## src/rtl/id_ex_stage.sv

```systemverilog
// ID/EX pipeline register with operand forwarding, load-use hazard
// detection and ALU operand selection.
//
// Pipeline handshake: an instruction in ID advances into this stage on a
// rising clk unless i_stall holds the stage or a load-use hazard inserts a
// bubble. i_flush overrides everything and kills the stage contents. While
// o_stall_id is high, ID must keep presenting the same instruction; it is
// accepted on the edge after the bubble.
module id_ex_stage (
    input  logic        clk,
    input  logic        rst,
    input  logic        i_valid,
    input  logic        i_stall,
    input  logic        i_flush,
    input  logic [31:0] i_rs_data,
    input  logic [31:0] i_rt_data,
    input  logic [31:0] i_imm,
    input  logic [4:0]  i_shamt,
    input  logic [4:0]  i_rs_addr,
    input  logic [4:0]  i_rt_addr,
    input  logic [4:0]  i_wr_addr,
    input  logic [3:0]  i_operation,
    input  logic        i_alu_src,
    input  logic        i_reg_write,
    input  logic        i_mem_read,
    input  logic        i_mem_write,
    input  logic        i_exmem_reg_write,
    input  logic [4:0]  i_exmem_rd,
    input  logic [31:0] i_exmem_res,
    input  logic        i_memwb_reg_write,
    input  logic [4:0]  i_memwb_rd,
    input  logic [31:0] i_memwb_res,
    output logic [31:0] o_A,
    output logic [31:0] o_B,
    output logic [3:0]  o_operation,
    output logic [31:0] o_store_data,
    output logic [4:0]  o_wr_addr,
    output logic        o_valid,
    output logic        o_reg_write,
    output logic        o_mem_read,
    output logic        o_mem_write,
    output logic        o_stall_id
);

    localparam logic [3:0] OP_SLL = 4'b0111;
    localparam logic [3:0] OP_SRL = 4'b1000;
    localparam logic [3:0] OP_SRA = 4'b1001;
    localparam logic [3:0] OP_LUI = 4'b1101;

    logic        r_valid;
    logic        r_reg_write;
    logic        r_mem_read;
    logic        r_mem_write;
    logic        r_alu_src;
    logic [3:0]  r_operation;
    logic [31:0] r_rs_data;
    logic [31:0] r_rt_data;
    logic [31:0] r_imm;
    logic [4:0]  r_shamt;
    logic [4:0]  r_rs_addr;
    logic [4:0]  r_rt_addr;
    logic [4:0]  r_wr_addr;

    logic        w_hazard;
    logic [31:0] w_fa;
    logic [31:0] w_fb;
    logic        w_is_shift;

    // Load-use hazard: a valid load here writes a register ID is reading.
    always_comb begin
        w_hazard = r_valid && r_mem_read && (r_wr_addr != 5'd0) &&
                   ((r_wr_addr == i_rs_addr) || (r_wr_addr == i_rt_addr));
        o_stall_id = w_hazard && !i_flush;
    end

    // Stage register: flush beats stall, stall beats bubble, bubble beats load.
    always_ff @(posedge clk or negedge rst) begin
        if (!rst) begin
            r_valid     <= 1'b0;
            r_reg_write <= 1'b0;
            r_mem_read  <= 1'b0;
            r_mem_write <= 1'b0;
            r_alu_src   <= 1'b0;
            r_operation <= 4'b0000;
            r_rs_data   <= 32'd0;
            r_rt_data   <= 32'd0;
            r_imm       <= 32'd0;
            r_shamt     <= 5'd0;
            r_rs_addr   <= 5'd0;
            r_rt_addr   <= 5'd0;
            r_wr_addr   <= 5'd0;
        end else if (i_flush || (!i_stall && w_hazard)) begin
            // Bubble: kill control only, data fields are left as they were.
            r_valid     <= 1'b0;
            r_reg_write <= 1'b0;
            r_mem_read  <= 1'b0;
            r_mem_write <= 1'b0;
            r_alu_src   <= 1'b0;
            r_operation <= 4'b0000;
        end else if (!i_stall) begin
            r_valid     <= i_valid;
            r_reg_write <= i_valid && i_reg_write;
            r_mem_read  <= i_valid && i_mem_read;
            r_mem_write <= i_valid && i_mem_write;
            r_alu_src   <= i_alu_src;
            r_operation <= i_operation;
            r_rs_data   <= i_rs_data;
            r_rt_data   <= i_rt_data;
            r_imm       <= i_imm;
            r_shamt     <= i_shamt;
            r_rs_addr   <= i_rs_addr;
            r_rt_addr   <= i_rt_addr;
            r_wr_addr   <= i_wr_addr;
        end
    end

    // Forwarding muxes: EX/MEM is newest so it wins; r0 is never forwarded.
    always_comb begin
        w_fa = r_rs_data;
        w_fb = r_rt_data;
        if (i_exmem_reg_write && (i_exmem_rd != 5'd0) && (i_exmem_rd == r_rs_addr))
            w_fa = i_exmem_res;
        else if (i_memwb_reg_write && (i_memwb_rd != 5'd0) && (i_memwb_rd == r_rs_addr))
            w_fa = i_memwb_res;
        if (i_exmem_reg_write && (i_exmem_rd != 5'd0) && (i_exmem_rd == r_rt_addr))
            w_fb = i_exmem_res;
        else if (i_memwb_reg_write && (i_memwb_rd != 5'd0) && (i_memwb_rd == r_rt_addr))
            w_fb = i_memwb_res;
    end

    // ALU operand selection: shifts take shamt on A, imm/LUI take imm on B.
    always_comb begin
        w_is_shift   = (r_operation == OP_SLL) || (r_operation == OP_SRL) ||
                       (r_operation == OP_SRA);
        o_A          = w_is_shift ? {27'd0, r_shamt} : w_fa;
        o_B          = (r_alu_src || (r_operation == OP_LUI)) ? r_imm : w_fb;
        o_store_data = w_fb;
    end

    assign o_operation = r_operation;
    assign o_wr_addr   = r_wr_addr;
    assign o_valid     = r_valid;
    assign o_reg_write = r_reg_write;
    assign o_mem_read  = r_mem_read;
    assign o_mem_write = r_mem_write;

endmodule

```

## config.mk

```make
export PLATFORM = sky130hd
export DESIGN_NAME = id_ex_stage
export DESIGN_NICKNAME = d
export VERILOG_FILES = /design/src/rtl/id_ex_stage.sv
export SDC_FILE = /design/constraint.sdc
export NUM_CORES = 1
export LEC_CHECK = 0
export BUFFER_PORTS_ARGS = -buffer_cell sky130_fd_sc_hd__buf_2
export CAP_MARGIN = 25
export CORE_MARGIN = 2
export CORE_UTILIZATION = 49
export CTS_CLUSTER_DIAMETER = 120
export DETAILED_ROUTE_END_ITERATION = 8
export PLACE_DENSITY = 0.94
export RECOVER_POWER = 100
export REMOVE_ABC_BUFFERS = 1
export SLEW_MARGIN = 20
export SYNTH_ARGS = -nofsm -noshare
export SYNTH_HDL_FRONTEND = slang
export SYNTH_SLANG_ARGS = --single-unit
export TNS_END_PERCENT = 5
```

## constraint.sdc

```tcl
create_clock -name clk -period 2.4 [get_ports clk]
set_input_delay 0.24 -clock clk [delete_from_list [all_inputs] [get_ports clk]]
set_output_delay 0.24 -clock clk [all_outputs]
set_load 0.01 [all_outputs]
```

* Word level (Yosys, flattened, before mapping) *
Cells that the tools add are included.

word-level totals
  flip-flop bits (word level) = 125
  input bits = 205
  output and inout port bits = 110
  logic and storage cells = 69

operators by class
  equal/unequal tests = 11
  multiplexer cells = 18
  bitwise logic cells = 2
  reduce and logical (&&, ||, !) cells = 25

operators by type and width
  kind                  count
  $mux W32              6
  $eq A5 B5 Y1          6
  $reduce_bool A5 Y1    3
  $logic_and A1 B1 Y1   14
  $eq A4 B4 Y1 const B  3
  $mux W1               10
  $mux W4               2
  $logic_or A1 B1 Y1    5
  $eq A4 B3 Y1 const B  1
  $logic_not A1 Y1      2
  $ne A2 B1 Y1 const B  1
  $not A1 Y1            2
  $reduce_and A2 Y1     1

* Logic depth before layout (Yosys ltp) *
Gate-level depths: netlist (run 1).

  word-level depth = 7
  gate-level depth with buffers = 8

* Worst setup path after synthesis (run 1) *
No wires, ideal clock.

  kind = reg-to-reg
  from = register r_wr_addr[0] (netlist: o_wr_addr[0])
  to = register r_imm[10]
  setup time = 0.125 ns
  data arrival time = 1.990 ns
  required time = 2.275 ns
  path slack = 0.284 ns
  cell stages (with the launch flop) = 8
  path buffers = 3
  clock period less this slack = 2.116 ns
  cell sequence = dfrtp_1 -> or3_1 -> o311a_1 -> a21boi_1 -> buf_4 -> buf_8 -> buf_12 -> mux2_4

on the way
  word-level cells in the longest chain between the ends = 7
  elaborated cells between the ends (all ways) = 10
  classes of those cells = 2 x eq/ne; 1 x bitwise; 7 x reduce/logical

RTL lines
  item                                                              line    source
  start: declaration                                                62      logic [4:0] r_wr_addr;
  start signal: assignment                                          113     r_wr_addr <= i_wr_addr;
  $eq A5 B5 Y1 / $reduce_bool A5 Y1 (equally long branches)         72, 71
  $logic_or A1 B1 Y1 / $logic_and A1 B1 Y1 (equally long branches)  72, 71
  $logic_and A1 B1 Y1 *                                             71      w_hazard = r_valid && r_mem_read && (r_wr_addr != 5'd0) &&
  $logic_and A1 B1 Y1 *                                             92      end else if (i_flush || (!i_stall && w_hazard)) begin
  $logic_or A1 B1 Y1 *                                              92
  $not A1 Y1 (no line) *                                            -
  $reduce_and A2 Y1 (no line) *                                     -
  end signal: assignment                                            109     r_imm <= i_imm;
  end: declaration                                                  58      logic [31:0] r_imm;

Mark *: on every way between the ends. The rest lies on a longest branch, timed or not.
A chain may end at the register's enable or synchronous reset.

* Worst setup path in the final report (run 1) *
  from = register r_rs_addr[0]
  to = output o_A[13]

on the way
  word-level cells in the longest chain between the ends = 5
  elaborated cells between the ends (all ways) = 7
  classes of those cells = 2 x eq/ne; 3 x mux; 2 x reduce/logical

RTL lines
  item                      line  source
  start: declaration        60    logic [4:0] r_rs_addr;
  start signal: assignment  111   r_rs_addr <= i_rs_addr;
  $eq A5 B5 Y1              123   else if (i_memwb_reg_write && (i_memwb_rd != 5'd0) && (i_memwb_rd == r_rs_addr))
  $logic_and A1 B1 Y1       123
  $mux W32                  123
  $mux W32 *                121   if (i_exmem_reg_write && (i_exmem_rd != 5'd0) && (i_exmem_rd == r_rs_addr))
  $mux W32 *                135   o_A = w_is_shift ? {27'd0, r_shamt} : w_fa;
  end: declaration          33    output logic [31:0] o_A,

Marks and branches as above.

==> results.md, run 1 <==
- Share of cells above drive strength 1: 53.5%
- Core area: 14,600 um^2
- DP Area: 9270 um^2
- Wire per inst: 21.5 um
- Crit path top cell by count: buf_12
- Worst path max stage delay: 570 ps
- Worst hold path type: in2reg
- 1st-iter DRT viols: 546
- Cell family with most CP delay: buffers and inverters
- Ys flop type: dfrtp_1
- Die height: 126 um
- Port Buffers: 314
- Most common cell after layout, fill and taps aside: buf_2
- Max-slew violations: 126
- Critical path endpoint category: primary output
- Pin count of the biggest net entering global routing: 126
- Max Buffers Root-to-Sink: 2
- Status: finished, violations left
- Static Leak: 4.94 nW
- GRT Overall Usage: 31.4%
- Arrival @ worst endpoint: 2390 ps
- Share of power burned in registers: 36.0%
- Total Wirelength: 26.6 mm
- GR Overflow Total: 0
- Htree depth: 4
- Pre-CTS setup slack: 10.7 ps
- Clock skew: 12.4 ps
- Met3 wire len: 2.52 mm
- Mux cell area share after synthesis: 24.3%
- Root Driver: clkbuf_16
- Pwr dens: 706 nW/um^2
- FF+latch area: 3130 um^2
- Synth area leader: dfrtp_1
- Min Tclk post-route: 2630 ps
- Critical-path maximum fanout: 20
- Met2 wire len: 13.2 mm
- Sw Share: 30.3%
- Initial antenna violation count: 1
- Syn Inst Count: 702
- Worst slew pin tran: 1740 ps
- Synth Area in Compound Gates: 13.9%
- Combinational family with the most area after synthesis: multiplexers
- Area Growth Syn to Fin: 41.4%
- Drt pass-1 iters: 5
- # fillers: 997
- Number of flops mapped to enable cells by yosys: 0
- Worst vdd ir: 616 uV
- Top cells by area, synth: dfrtp_1 (43%), mux2_2 (12%), mux2_4 (8.2%), nand2_1 (4.9%), mux2i_1 (4.4%)
- RSZ-0062 raised after global routing: true
- Post-synthesis simple-gate area fraction: 10.6%
- Die boundary width: 126 um
- Cells along the critical path: buf_6, xor2_1, or4_4, buf_12, buf_12, o21ai_1, a31oi_1, buf_2
- Final hold viol count: 0
- Final WS setup: -231 ps
- Seq/Total Area, Yosys: 42.7%
- ANT nets after route: 0
- GPL Wtd Cong: 0.928
- Avg Vias per Cell: 6.08
- Yosys top cell area share: 42.7%
- Drc violations: 0
- Highest metal layer with signal wires: met4
- Initial Utilization: 50.2%
- Die area: 15,900 um^2
- YS warnings: 0
- Avg Cell Area, Syn: 10.4 um^2
- CP required: 2160 ps
- Internal: 5.10 mW
- Combinational power share: 28.8%
- XOR/XNOR share of the synthesized area: 3.47%
- Max_cap viols: 1
- CTS tree: built
- TritonCTS buffer count: 17
- Clk pwr share: 35.2%
- Setup CP Type: reg2out
- Synthesized area: 7320 um^2
- DR vias: 7,517
- First-pass GRT wire length: 39.2 mm
- CP Launch Type: flip-flop
- I/O Pins: 315
- NetSw: 2.22 mW
- Violated checks: max-capacitance violations, max-slew violations, negative setup slack
- Worst-Skew Late Latency: 420 ps
- WP buf/inv: 4
- Nets: 1,246
- Met1 Wirelength: 9.69 mm
- Slowest CP cell: or4_4
- Clock sinks: 125
- Number of global-route vias before repair: 7,684
- Final period utilization: 110%
- Ys async rst share: 100%
- Design area: 10,400 um^2
- DP HPWL: 17.9 mm
- Max-slew headroom: -15.7%
- Clock slew at reported path FFs: 60 ps
- FMAX: 0.380 GHz
- Multi-input combinational cell area: 4100 um^2
- Flop and latch count out of synthesis: 125
- Antenna Cells: 0
- Adder-Cell Fraction of Synth Area: 0%
- Most frequent cells in the layout: buf_2 (301), dfrtp_1 (125), nand2_1 (92), mux2_2 (76), mux2_4 (40)
- Std cell rows: 44
- Synth cell types: 38
- Setup violators final: 198
-- per-layer routing --
| layer | vias up | global-route usage, % |
|---|---|---|
| li1 | 3224 | - |
| met1 | 3597 | 36.5 |
| met2 | 575 | 53.9 |
| met3 | 121 | 7.09 |
| met4 | 0 | 16.9 |
| met5 | - | 0 |
-- metrics by stage --
step                hold slack (ps)  util, %  instances  TNS [ps]  power, mW
finish                         52.7     71.0       1237    -21770       7.32
global route                   45.4     71.0       1237    -32830       7.60
global placement                391     63.5       1187         0       4.50
CTS                            34.4     69.5       1231     -6560       7.24
detailed placement              394     63.5       1187         0       4.58
floorplan                     -55.6        -        649   -767580       3.72
-- timing repair --
action,4_1_cts,5_1_grt
pin swaps,17,32
endpoints found under the setup margin,97,121
gates cloned,2,1
setup buffers,10,5
resized for setup,61,46
hold buffers,1,0
endpoints found under the hold margin,125,0
-- final timing paths --
| check | from | to | slack (ps) | depth (start not counted) |
|---|---|---|---|---|
| worst max register to register | o_wr_addr[0]$_DFFE_PN0P_ | r_rt_data[18]$_DFFE_PN0P_ | -200 | 6 |
| max in group asynchronous | rst | r_imm[27]$_DFFE_PN0P_ | 330 | 3 |
| worst min register to register | r_rs_data[22]$_DFFE_PN0P_ | r_rs_data[22]$_DFFE_PN0P_ | 510 | 1 |
| worst max-delay path | r_rs_addr[0]$_DFFE_PN0P_ | o_A[13] | -230 | 8 |
| min in group asynchronous | rst | r_rs_data[17]$_DFFE_PN0P_ | 920 | 3 |
| worst min-delay path | i_wr_addr[3] | o_wr_addr[3]$_DFFE_PN0P_ | 50 | 2 |
-- cell usage after synthesis, types with 2 or more instances --
master	count
o211ai_1	38
nand4_1	2
buf_4	15
a32o_1	5
or4_1	3
nor2b_1	2
a22o_1	7
buf_12	4
dfrtp_1	125
nand3_1	36
o21a_1	6
clkbuf_1	21
and3_1	2
a31o_2	2
a21oi_1	32
nor2_1	39
mux2i_1	32
xor2_1	2
nand2_1	95
inv_1	5
buf_2	12
xnor2_1	27
mux2_2	76
o21ai_0	34
a31oi_1	28
mux2_4	40
-- state kept, by name, summed over array words and instances (netlist names) --
signal,flops
r_imm,32
r_rs_data,32
r_rt_data,32
o_wr_addr,5
r_rs_addr,5
r_rt_addr,5
r_shamt,5
o_operation,4
o_mem_read,1
o_mem_write,1
o_reg_write,1
o_valid,1
r_alu_src,1
-- worst reg2reg max path, cell delays in order (launching register included) --
cell and delay, ps:
dfrtp_1 450, or3_1 410, o311a_2 360, a21boi_0 400, buf_12 230, buf_16 250, mux2_2 380
-- power by group through the flow --
| stage | clock (mW) | sequential, mW | combinational [mW] |
|---|---|---|---|
| 2_1_floorplan | 0 | 2.59 | 1.13 |
| 3_3_place_gp | 0 | 2.61 | 1.89 |
| 3_5_place_dp | 0 | 2.64 | 1.94 |
| 4_1_cts | 2.60 | 2.61 | 2.03 |
| 5_1_grt | 2.70 | 2.66 | 2.24 |
| 6_report | 2.57 | 2.63 | 2.11 |
-- cell families after synthesis --
logic type             Yosys count
multiplexers                   148
XOR/XNOR                        29
buffers and inverters           58
AO/OA/AOI/OAI                  158
AND/OR/NAND/NOR                184
flip-flops                     125
-- final cells by class --
class,instances,share of cell area [%]
clock buffers,19,4.18
clock inverters,12,1.43
inverters,5,0.181
multi-input cells,520,39.6
flip-flops and latches,125,30.2
well taps,184,2.22
repair buffers,372,22.1
Power figures use the tool's default switching activity.
==> inputs of run 2 (changes only) <==
==> constraint.sdc (replaced) <==
create_clock -name clk -period 2.4 [get_ports clk]
set_input_delay 0.24 -clock clk [delete_from_list [all_inputs] [get_ports clk]]
set_output_delay 0.24 -clock clk [all_outputs]
set_load 0.005 [all_outputs]
==> results.md, run 2 (same netlist as run 1, synthesis figures left out) <==
- Most frequent cells in the layout: buf_2 (306), dfrtp_1 (123), nand2_1 (87), mux2_2 (76), o211ai_1 (38)
- GPL Wtd Cong: 0.926
- Wire per inst: 20.7 um
- Die height: 126 um
- Max-slew headroom: -16.3%
- Final WS setup: -138 ps
- R2r endpoint: r_rs_data[30]$_DFFE_PN0P_
- TNS Setup: -2020 ps
- Drc violations: 0
- Die boundary width: 126 um
- Critical path launch point: r_rs_addr[2]$_DFFE_PN0P_
- Std cell rows: 44
- Total power: 7.12 mW
- Die area: 15,900 um^2
- Min Tclk post-route: 2540 ps
- Clock skew: 12.0 ps
- CP required: 2160 ps
- Worst-Skew Late Latency: 410 ps
- Avg Vias per Cell: 5.98
- Met1 Resource Use GR: 36.4%
- Crit path capture: o_A[3]
- ANT nets after route: 0
- Worst hold path type: in2reg
- R2R depth: 6
- Worst slew pin tran: 1740 ps
- GR Overflow Total: 0
- RSZ-0062 raised after global routing: true
- Number of global-route vias before repair: 7,371
- CP Launch Type: flip-flop
- Antenna Cells: 0
- Max_cap viols: 1
- Port Buffers: 314
- Htree depth: 4
- Pin count of the biggest net entering global routing: 126
- DP HPWL: 17.8 mm
- Pre-CTS setup slack: 5.99 ps
- GRT busiest layer: met2
- Critical path endpoint category: primary output
- TritonCTS buffer count: 17
- Worst vdd ir: 419 uV
- Max Buffers Root-to-Sink: 2
- Violated checks: max-capacitance violations, max-slew violations, negative setup slack
- Worst reg2reg setup slack: 50 ps
- Post-layout util: 69.3%
- GRT Overall Usage: 31.2%
- Final period utilization: 106%
- Setup violators final: 57
- GR Util met3: 7.18%
- Share of cells above drive strength 1: 51.1%
- Core area: 14,600 um^2
- Met2 Track Usage GR: 55.1%
- Total Wirelength: 25.4 mm
- FMAX: 0.394 GHz
- Worst R2R Start: o_wr_addr[0]$_DFFE_PN0P_
- Status: finished, violations left
- Max-slew violations: 126
- Pwr dens: 704 nW/um^2
- Static Leak: 4.86 nW
- CTS tree: built
- Clock sinks: 125
- Root Driver: clkbuf_16
- Nets: 1,240
- Setup CP Type: reg2out
- Most common cell after layout, fill and taps aside: buf_2
- Initial antenna violation count: 0
- Critical-path maximum fanout: 28
- DP Area: 9240 um^2
- Arrival @ worst endpoint: 2300 ps
- Largest registers: r_imm (32), r_rs_data (32), r_rt_data (32)
- Design area: 10,100 um^2
- 1st-iter DRT viols: 601
- DR vias: 7,357
- Final hold viol count: 0
- First-pass GRT wire length: 38.7 mm
- Initial Utilization: 50.2%
- Area Growth Syn to Fin: 38.1%
- Clock slew at reported path FFs: 60 ps
- Drt pass-1 iters: 6
- I/O Pins: 315
run 2: changes by cell type in the layout (fill, tap and decap cells not counted), moves of 6 or more:
cell / change
mux2_1: +12
o21ai_2: -21
clkbuf_1: -8
buf_4: -6
clkbuf_2: +7
o21ai_0: +20
mux2_4: -12
run 2: how the worst min path moves through the flow:
stage	end	cells past startpoint	slack, ps	start
global route	r_rt_data[3]$_DFFE_PN0P_	2	40	i_rt_data[3]
finish	r_rt_data[3]$_DFFE_PN0P_	2	50	i_rt_data[3]
floorplan	o_mem_read$_DFFE_PN0P_	0	-60	rst
CTS	r_rt_data[3]$_DFFE_PN0P_	2	40	i_rt_data[3]
detailed placement	r_rs_data[17]$_DFFE_PN0P_	2	400	rst
global placement	r_rs_data[17]$_DFFE_PN0P_	2	390	rst
run 2: area by class of cell:
type	count	area, um^2
multi-input combinational	520	4010
clock buffer	20	447
fill	1026	4480
tap	184	230
timing repair buffer	366	2130
sequential	125	3130
inverter	5	18.8
clock inverter	11	144
run 2: layer usage:
layer | vias up | part of all wire (%)
met3 | 81 | 9.0
met4 | 0 | 3.2
li1 | 3229 | -
met1 | 3542 | 37
met5 | - | 0
met2 | 505 | 51
run 2: critical path, cell delays in order, from the launching register on:
cell and delay, ps:
dfrtp_1 410, xnor2_2 190, nand3_1 110, or4_4 480, buf_12 180, o21a_1 180, a22o_1 190, buf_2 120
run 2: stage by stage:
| stage | hold WS [ps] | instances |
|---|---|---|
| final | 51.3 | 1231 |
| after CTS | 42.8 | 1233 |
| after global routing | 36.8 | 1231 |
| after global placement | 388 | 1186 |
| after detailed placement | 396 | 1186 |
| after floorplan | -55.6 | 649 |
run 2: repair_timing:
item	4_1_cts	5_1_grt
setup endpoints to repair	96	139
pin swaps	21	32
gates cloned	3	0
hold buffers	1	0
gates resized for setup	43	34
buffers inserted	12	1
hold endpoints to repair	125	0
run 2: report_power, final:
| group | switching [mW] | leakage, nW | internal [mW] | total [mW] |
|---|---|---|---|---|
| Clock | 0.933 | 0.290 | 1.65 | 2.58 |
| Sequential | 0.222 | 1.48 | 2.41 | 2.63 |
| Combinational | 0.879 | 3.09 | 1.02 | 1.90 |
| Total | 2.03 | 4.86 | 5.08 | 7.12 |
==> inputs of run 3 (changes only) <==
--- a/config.mk
+++ b/config.mk
@@ -11,6 +11,7 @@
 export CORE_UTILIZATION = 49
 export CTS_CLUSTER_DIAMETER = 120
 export DETAILED_ROUTE_END_ITERATION = 8
+export HOLD_SLACK_MARGIN = 0.15
 export PLACE_DENSITY = 0.94
 export RECOVER_POWER = 100
 export REMOVE_ABC_BUFFERS = 1
==> constraint.sdc (replaced) <==
create_clock -name clk -period 2.5 [get_ports clk]
set_input_delay 0.25 -clock clk [delete_from_list [all_inputs] [get_ports clk]]
set_output_delay 0.25 -clock clk [all_outputs]
set_load 0.005 [all_outputs]
==> results.md, run 3 (same netlist as run 1, synthesis figures left out) <==
- Violated checks: max-capacitance violations, max-slew violations, negative setup slack
- Max Buffers Root-to-Sink: 2
- RSZ-0062 raised after global routing: true
- Die boundary width: 126 um
- Final hold viol count: 0
- Hold EP: o_mem_write$_DFFE_PN0P_
- Arrival @ worst endpoint: 2470 ps
- Highest metal layer with signal wires: met4
- Die height: 126 um
- Avg Vias per Cell: 6.45
- Clock sinks: 125
- Post-layout util: 80.2%
- Worst reg2reg setup slack: -120 ps
- Pin count of the biggest net entering global routing: 126
- Met3 wire len: 4.17 mm
- Root Driver: clkbuf_16
- CP Launch Type: flip-flop
- CTS tree: built
- Cells along the critical path: xnor2_1, nand3_1, or4_4, buf_12, buf_16, o21ai_1, a31oi_1, buf_2
- R2R depth: 6
- Setup CP Type: reg2out
- Wire per inst: 25.4 um
- Static Leak: 5.46 nW
- 1st-iter DRT viols: 941
- Min Tclk post-route: 2720 ps
- Die area: 15,900 um^2
- Worst hold start: i_mem_write
- Total Wirelength: 34.4 mm
- Worst path max stage delay: 550 ps
- Setup violators final: 147
- Most frequent cells in the layout: buf_2 (304), dlygate4sd3_1 (125), dfrtp_1 (124), nand2_1 (94), mux2_2 (76)
- Most common cell after layout, fill and taps aside: buf_2
- Largest registers: r_imm (32), r_rs_data (32), r_rt_data (32)
- Critical path endpoint category: primary output
- DR vias: 8,747
- TritonCTS buffer count: 17
- DP HPWL: 17.3 mm
- Core area: 14,600 um^2
- GPL Wtd Cong: 0.924
- Final WS setup: -217 ps
- Max_cap viols: 1
- Nets: 1,363
- GR Overflow Total: 0
- Total power: 7.53 mW
- Met2 wire len: 16.2 mm
- Final period utilization: 109%
- Worst vdd ir: 459 uV
- R2r endpoint: o_mem_read$_DFFE_PN0P_
- Slowest CP cell: or4_4
- Worst slew pin tran: 1750 ps
- Pwr dens: 643 nW/um^2
- Drt pass-1 iters: 6
- Std cell rows: 44
- Critical-path maximum fanout: 16
- Area Growth Syn to Fin: 59.8%
- Number of global-route vias before repair: 9,203
- Worst hold path type: in2reg
- Clock slew at reported path FFs: 60 ps
- First-pass GRT wire length: 50.0 mm
- Worst R2R Start: o_wr_addr[2]$_DFFE_PN0P_
- I/O Pins: 315
- ANT nets after route: 0
- Share of cells above drive strength 1: 48.3%
- Worst hold stages: 3
- CP required: 2250 ps
- Met1 Wirelength: 11.2 mm
- Max-slew headroom: -16.7%
- Drc violations: 0
- Worst-Skew Late Latency: 420 ps
- GRT Overall Usage: 40.8%
- FMAX: 0.368 GHz
- Htree depth: 4
- Clock skew: 9.88 ps
- Initial antenna violation count: 2
- Initial Utilization: 50.2%
- Port Buffers: 314
- Max-slew violations: 126
- Status: finished, violations left
## run 3: changes by cell type in the layout (fill, tap and decap cells not counted), moves of 7 or more
cell / delta
dlygate4sd3_1: +124
o21ai_0: -17
mux2_1: -12
mux2_4: +12
o21ai_2: +12
mux2i_1: -9
mux2i_2: +7
nand2_1: +7
nand2_2: -7
## run 3: worst max-delay path by stage
stage	to	startpoint	cells past startpoint	slack (ps)
2_1_floorplan	o_wr_addr[0]$_DFFE_PN0P_	o_wr_addr[0]$_DFFE_PN0P_	4	-6140
3_3_place_gp	o_B[27]	i_memwb_rd[0]	8	170
3_5_place_dp	o_A[0]	r_rs_addr[4]$_DFFE_PN0P_	7	70
4_1_cts	o_A[4]	r_rs_addr[4]$_DFFE_PN0P_	8	-110
5_1_grt	o_A[3]	r_rs_addr[4]$_DFFE_PN0P_	9	-240
6_report	o_A[12]	r_rs_addr[2]$_DFFE_PN0P_	8	-220
## run 3: timing repair
item,4_1_cts,5_1_grt
buffers inserted,7,7
gates cloned,5,1
pin swaps,16,9
hold buffers,125,0
gates resized for setup,51,61
endpoints found under the setup margin,75,98
endpoints found under the hold margin,248,0
## run 3: cell type report
| class | instances | area (um^2) |
|---|---|---|
| Antenna cell | 2 | 5.00 |
| Fill cell | 741 | 2890 |
| Tap cell | 184 | 230 |
| Inverter | 5 | 18.8 |
| Clock buffer | 18 | 439 |
| Multi-Input combinational cell | 520 | 4220 |
| Sequential cell | 125 | 3130 |
| Timing Repair Buffer | 489 | 3440 |
| Clock inverter | 14 | 218 |
## run 3: routing by layer
metal / track usage [%] / up-vias
li1: - / 3461
met1: 43.4 / 4054
met2: 68.3 / 944
met3: 12.0 / 288
met4: 31.0 / 0
met5: 0 / -
## run 3: critical path, delay by kind of cell, from the launching register on
kind / cells / cell delay [ps]
xor+xnor: 1 / 190
buf+inv: 3 / 490
simple gates: 2 / 680
flops: 1 / 420
compound gates: 2 / 260
## run 3: where the power goes
group / total [mW] / internal [mW] / switching [mW] / leakage [nW]
registers: 2.57 / 2.31 / 0.259 / 1.48
clock network: 2.76 / 1.80 / 0.967 / 0.312
logic: 2.19 / 1.17 / 1.03 / 3.67
## run 3: metrics by stage
step	worst slack [ps]	instances	hold WS [ps]	setup TNS, ps	cell area (um^2)
after global placement	169	1178	402	0	9150
final	-217	1357	201	-10060	11700
after global routing	-241	1356	230	-17560	11700
after CTS	-110	1347	183	-3000	11400
after floorplan	-6140	649	-45.6	-737700	6970
after detailed placement	74.7	1178	405	0	9150
